===== src/rtl/mult_pipe_param_pkg.sv =====
// rtl/mult_pipe_param_pkg.sv - shared encodings and latency helper for the pipelined multiplier
package mult_pipe_param_pkg;

    localparam logic MODE_UNSIGNED = 1'b0;
    localparam logic MODE_SIGNED   = 1'b1;

    // Edge count from accept to out_valid; butterfly alignment delays match this.
    function automatic int lat(input int width);
        return width + 2;
    endfunction

endpackage


===== src/rtl/mult_stage.sv =====
// rtl/mult_stage.sv - one shift-add cell of the multiplier pipeline
module mult_stage
#(
    parameter int WIDTH = 8,
    parameter int TAG_W = 4,
    parameter int STAGE = 1
)
(
    input  logic                 clk,
    input  logic                 rst_n,
    input  logic                 ce,
    input  logic                 flush,
    input  logic                 in_valid,
    input  logic [2*WIDTH-1:0]   in_pp,
    input  logic [2*WIDTH-1:0]   in_mcand,
    input  logic [WIDTH-1:0]     in_mplier,
    input  logic                 in_neg,
    input  logic [TAG_W-1:0]     in_tag,
    output logic                 out_valid,
    output logic [2*WIDTH-1:0]   out_pp,
    output logic [2*WIDTH-1:0]   out_mcand,
    output logic [WIDTH-1:0]     out_mplier,
    output logic                 out_neg,
    output logic [TAG_W-1:0]     out_tag
);

    // in_mcand arrives already shifted by STAGE-1, so the addend needs no barrel shifter.
    always_ff @(posedge clk or negedge rst_n) begin
        if (!rst_n) begin
            out_valid  <= 1'b0;
            out_pp     <= '0;
            out_mcand  <= '0;
            out_mplier <= '0;
            out_neg    <= 1'b0;
            out_tag    <= '0;
        end else begin
            if (flush)
                out_valid <= 1'b0;
            else if (ce)
                out_valid <= in_valid;
            if (ce) begin
                out_pp     <= in_mplier[STAGE-1] ? (in_pp + in_mcand) : in_pp;
                out_mcand  <= in_mcand << 1;
                out_mplier <= in_mplier;
                out_neg    <= in_neg;
                out_tag    <= in_tag;
            end
        end
    end

endmodule


===== src/rtl/mult_pipe_param.sv =====
// rtl/mult_pipe_param.sv - fully pipelined signed/unsigned shift-add multiplier with tag and flush
module mult_pipe_param
    import mult_pipe_param_pkg::*;
#(
    parameter int WIDTH = 8,
    parameter int TAG_W = 4
)
(
    input  logic                 clk,
    input  logic                 rst_n,
    input  logic                 flush,
    input  logic                 in_valid,
    output logic                 in_ready,
    input  logic                 in_signed,
    input  logic [WIDTH-1:0]     mult_1,
    input  logic [WIDTH-1:0]     mult_2,
    input  logic [TAG_W-1:0]     in_tag,
    output logic                 out_valid,
    input  logic                 out_ready,
    output logic [2*WIDTH-1:0]   result,
    output logic [TAG_W-1:0]     out_tag
);

    logic ce;
    assign ce       = !out_valid || out_ready;
    assign in_ready = ce;

    logic             signed_op;
    logic [WIDTH-1:0] a_mag;
    logic [WIDTH-1:0] b_mag;
    logic             neg_flag;

    // Negating the most negative value yields 2^(WIDTH-1), which is still the right unsigned magnitude.
    assign signed_op = (in_signed == MODE_SIGNED);
    assign a_mag     = (signed_op && mult_1[WIDTH-1]) ? -mult_1 : mult_1;
    assign b_mag     = (signed_op && mult_2[WIDTH-1]) ? -mult_2 : mult_2;
    assign neg_flag  = signed_op && (mult_1[WIDTH-1] ^ mult_2[WIDTH-1]);

    logic             s0_valid;
    logic [WIDTH-1:0] s0_a;
    logic [WIDTH-1:0] s0_b;
    logic             s0_neg;
    logic [TAG_W-1:0] s0_tag;

    always_ff @(posedge clk or negedge rst_n) begin
        if (!rst_n) begin
            s0_valid <= 1'b0;
            s0_a     <= '0;
            s0_b     <= '0;
            s0_neg   <= 1'b0;
            s0_tag   <= '0;
        end else begin
            if (flush)
                s0_valid <= 1'b0;
            else if (ce)
                s0_valid <= in_valid;
            if (ce) begin
                s0_a   <= a_mag;
                s0_b   <= b_mag;
                s0_neg <= neg_flag;
                s0_tag <= in_tag;
            end
        end
    end

    logic [WIDTH:0]                  vld;
    logic [WIDTH:0][2*WIDTH-1:0]     pp;
    logic [WIDTH:0][2*WIDTH-1:0]     mc;
    logic [WIDTH:0][WIDTH-1:0]       mp;
    logic [WIDTH:0]                  ng;
    logic [WIDTH:0][TAG_W-1:0]       tg;

    assign vld[0] = s0_valid;
    assign pp[0]  = '0;
    assign mc[0]  = {{WIDTH{1'b0}}, s0_a};
    assign mp[0]  = s0_b;
    assign ng[0]  = s0_neg;
    assign tg[0]  = s0_tag;

    for (genvar i = 1; i <= WIDTH; i++) begin : g_stage
        mult_stage #(
            .WIDTH (WIDTH),
            .TAG_W (TAG_W),
            .STAGE (i)
        ) u_stage (
            .clk        (clk),
            .rst_n      (rst_n),
            .ce         (ce),
            .flush      (flush),
            .in_valid   (vld[i-1]),
            .in_pp      (pp[i-1]),
            .in_mcand   (mc[i-1]),
            .in_mplier  (mp[i-1]),
            .in_neg     (ng[i-1]),
            .in_tag     (tg[i-1]),
            .out_valid  (vld[i]),
            .out_pp     (pp[i]),
            .out_mcand  (mc[i]),
            .out_mplier (mp[i]),
            .out_neg    (ng[i]),
            .out_tag    (tg[i])
        );
    end

    // The last cell's shifted operands have no consumer.
    logic unused_tail;
    assign unused_tail = ^{mc[WIDTH], mp[WIDTH]};

    // Result only reloads on a real transaction so it stays put across bubbles.
    always_ff @(posedge clk or negedge rst_n) begin
        if (!rst_n) begin
            out_valid <= 1'b0;
            result    <= '0;
            out_tag   <= '0;
        end else begin
            if (flush)
                out_valid <= 1'b0;
            else if (ce)
                out_valid <= vld[WIDTH];
            if (ce && vld[WIDTH]) begin
                result  <= ng[WIDTH] ? -pp[WIDTH] : pp[WIDTH];
                out_tag <= tg[WIDTH];
            end
        end
    end

endmodule


===== config.mk =====
export PLATFORM = sky130hd
export DESIGN_NAME = mult_pipe_param
export DESIGN_NICKNAME = d
export VERILOG_FILES = /design/src/rtl/mult_pipe_param_pkg.sv /design/src/rtl/mult_stage.sv /design/src/rtl/mult_pipe_param.sv
export SDC_FILE = /design/constraint.sdc
export NUM_CORES = 1
export LEC_CHECK = 0
export ABC_AREA = 1
export CAP_MARGIN = 20
export CORE_MARGIN = 1.5
export CORE_UTILIZATION = 58
export DETAILED_ROUTE_END_ITERATION = 7
export GPL_TIMING_DRIVEN = 0
export PLACE_DENSITY = 0.75
export SLEW_MARGIN = 20
export SYNTH_ARGS = -nofsm -noshare
export SYNTH_HDL_FRONTEND = slang
export SYNTH_SLANG_ARGS = --single-unit
export TNS_END_PERCENT = 30

===== constraint.sdc =====
create_clock -name clk -period 2.4 [get_ports clk]
set_clock_uncertainty 0.15 [all_clocks]
set_input_delay 0.6 -clock clk [delete_from_list [all_inputs] [get_ports clk]]
set_output_delay 0.6 -clock clk [all_outputs]
set_load 0.1 [all_outputs]

==> run_results.csv <==
group,metric,value,unit
cells_and_area,layout.nets,1966,
cells_and_area,fillers,2054,
power_and_ir_drop,p_leak,8.33,nW
drt,viasPerCell,5.42,
power_and_ir_drop,share_comb_of_total_power,27.1,%
place,place.gp.congestion,0.887,
grt,antenna_found_initial,0,
timing,hold_viol_final,0,
cells_and_area,areaGrowthSynthToFinish,13.9,%
worst_hold_path,hold_class,"flip-flop to flip-flop",
power_and_ir_drop,powerDensity,893,nW/um2
drt,top_layer,"met4",
power_and_ir_drop,vdd_drop_max,0.562,mV
worst_setup_path,crit_path_end_kind,"output port",
yosys,syn-instance-count,1792,
yosys,syn_area_per_cell,7.81,um2
clocking,cts_sinks,274,
yosys,synth_top_area_share,49.0,%
timing,drv_slew,0,
grt,grt_pass1_wl,58.0,mm
timing,fmaxAchievable,0.428,GHz
yosys,synth_cell_types,33,
drt,vias,12000,
grt,grt_overflow,0,
floorplanning,die_h,158,um
drt,drcViolationCount,0,
power_and_ir_drop,p_switching,4.81,mW
drt,routed-wl-met3,1.61,mm
yosys,yosys_warnings,0,
power_and_ir_drop,pwr-share-seq,41.4,%
worst_setup_path,critPathKind,"flip-flop to output port",
place,placed_cells,2160,
cells_and_area,multi_input_area,6150,um2
drt,first_iter_violations,844,
drt,ant_nets,0,
worst_setup_path,crit_required,1650,ps
worst_setup_path,cp.arrival,1590,ps
clocking,clockBufferDepth,3,
yosys,syn_nets,1883,
timing,period_share,97.4,%
timing,hold-worst-slack,314,ps
drt,m1WireLength,15.8,mm
clocking,cts_buffers,28,
yosys,ys_seq_elements,274,
grt,grt_pass1_vias,11400,
power_and_ir_drop,internal_power,9.42,mW
floorplanning,die-area,25100,um2
floorplanning,initial_core_util,59.4,%
yosys,syn_area,14000,um2
timing,setup_slack,62.9,ps
grt,grt_usage,29.6,%
job,maxCapViolations,0,
place,dpl_cell_area,14900,um2
floorplanning,rows,56,
clocking,worstSkewPairLatency,550,ps
power_and_ir_drop,p_sw_share,33.8,%
clocking,cts.reportedPaths.clkPinSlew,60,ps
timing,period_minus_slack,2340,ps
floorplanning,io_pins,48,
timing,slew_headroom,34.7,%
place,place_ws,-1270,ps
drt,first_pass_iters,6,
clocking,cts_htree_levels,1,
status,status,"finished, final reports clean",
drt,wl,35.2,mm
cells_and_area,drive_gt1_share,7.71,%
drt,routedWlPerCell,15.9,um
cells_and_area,regArea,6860,um2
yosys,yosysSeqAreaShare,49.0,%
cells_and_area,final-instance-count-excl-fill,2213,
place,dp_hpwl,24.5,mm
yosys,yosys-top-cells-area,"dfrtp_1 49%, nand2_1 20%, ha_1 5.2%",
power_and_ir_drop,power_frac_clock,31.4,%
floorplanning,die_width,158,um
clocking,cts_tree,"built",
drt,wl_met2,16.6,mm
worst_setup_path,cp-start-kind,"flip-flop",
worst_setup_path,crit_fanout,14,
clocking,root_buffer,"clkbuf_16",
cells_and_area,antenna_cells,0,
cells_and_area,finalInstanceArea,15900,um2
grt,grt_max_degree,97,
yosys,netlist.top_cell.by_area,"dfrtp_1",
floorplanning,core,23500,um2
timing,tightest_slew,979,ps
timing,rsz0062_at_grt,"false",
place,io_buffers,47,
power_and_ir_drop,power,14.2,mW
timing,setup_violations,0,
flip-flops by register name (all words and copies together), names as in the netlist:
name                        count
g_stage.u_stage.out_pp         99
g_stage.u_stage.out_mcand      56
g_stage.u_stage.out_tag        32
g_stage.u_stage.out_mplier     28
result                         16
g_stage.u_stage.out_neg         8
g_stage.u_stage.out_valid       8
s0_a                            8
s0_b                            8
out_tag                         4
s0_tag                          4
out_valid                       1
s0_neg                          1
s0_valid                        1
Yosys cell counts, drive strengths merged:
| master | number |
|---|---|
| clkinv | 5 |
| dfrtp | 274 |
| a21oi | 70 |
| clkbuf | 9 |
| nand4 | 12 |
| a21o | 7 |
| nor3 | 4 |
| o211ai | 4 |
| ha | 58 |
| or2 | 11 |
| inv | 156 |
| nand2 | 741 |
| xor2 | 12 |
| and2 | 6 |
| nand3b | 6 |
| nand3 | 108 |
| o21a | 7 |
| nor2 | 92 |
| buf | 59 |
| o22ai | 3 |
| xnor2 | 1 |
| fa | 7 |
| o21ai | 122 |
| o31ai | 1 |
| a31oi | 17 |
path summary, 6_finish.rpt:
path / start / cells past startpoint / end / slack, ps
worst max-delay path: out_valid / 6 / in_ready / 60
worst min-delay path: g_stage[1].u_stage.out_neg / 2 / g_stage[2].u_stage.out_neg / 310
worst max register to register: out_valid / 7 / g_stage[4].u_stage.out_pp[11] / 300
worst min register to register: g_stage[1].u_stage.out_neg / 2 / g_stage[2].u_stage.out_neg / 310
max in group asynchronous: rst_n / 4 / g_stage[8].u_stage.out_valid / 380
min in group asynchronous: rst_n / 2 / g_stage[5].u_stage.out_mcand[9] / 470
layout make-up:
type / instances / area share (%)
inverter: 161 / 3.81
clock buffer: 37 / 4.80
sequential: 274 / 43.0
multi-input combinational: 1289 / 38.6
clock inverter: 12 / 1.09
tap: 319 / 2.50
buffer: 67 / 2.43
timing repair buffer: 54 / 3.79
per-layer routing:
metal  vias to the layer above  global-route usage [%]
met1                      5746                    41.6
met2                       306                    48.9
met4                         0                    8.86
met3                        75                    3.21
met5                         -                       0
li1                       5862                       -
per-stage QoR:
step / util [%] / TNS, ps
after floorplan: - / 0
after global placement: 63.1 / -3064820
after detailed placement: 63.4 / -6580
after CTS: 67.6 / -76.9
after global routing: 67.7 / 0
final: 67.7 / 0
power by group through the flow:
stage	logic (mW)	registers, mW	clock network, mW
2_1_floorplan	2.71	6.07	0
3_3_place_gp	3.70	5.96	0
3_5_place_dp	3.82	5.96	0
4_1_cts	3.85	5.89	4.54
5_1_grt	4.45	5.98	4.70
6_report	3.86	5.90	4.47
cell families after synthesis:
kind of cell    after synthesis  share of synthesized area (%)
fa+ha+maj                    65                           6.19
flops                       274                           49.0
xor+xnor                     13                          0.814
buf+inv                     229                           7.05
simple gates                980                           28.1
compound gates              231                           8.78
worst max-delay path: stages, from the launching register on:
cell     delay [ps]
dfrtp_2         360
inv_2            40
nor2_4          130
buf_8           140
inv_4            50
buf_12          140
buf_12          160
layout by cell type, fill, tap and decap left out, drive strengths merged, types with 17 or more instances in the layout:
master	count
inv	156
clkdlybuf4s15	20
nand2	741
clkdlybuf4s50	23
o21ai	122
dfrtp	274
buf	66
nand3	108
nor2	92
ha	58
clkbuf	47
a31oi	17
a21oi	70
what timing repair did:
item,in CTS,in global routing
resized for setup,75,3
endpoints found under the hold margin,83,0
buffers inserted,0,4
pin swaps,1,0
hold buffers,1,0
endpoints found under the setup margin,22,76
cloned,0,0
(Power assumes the default switching activity.)
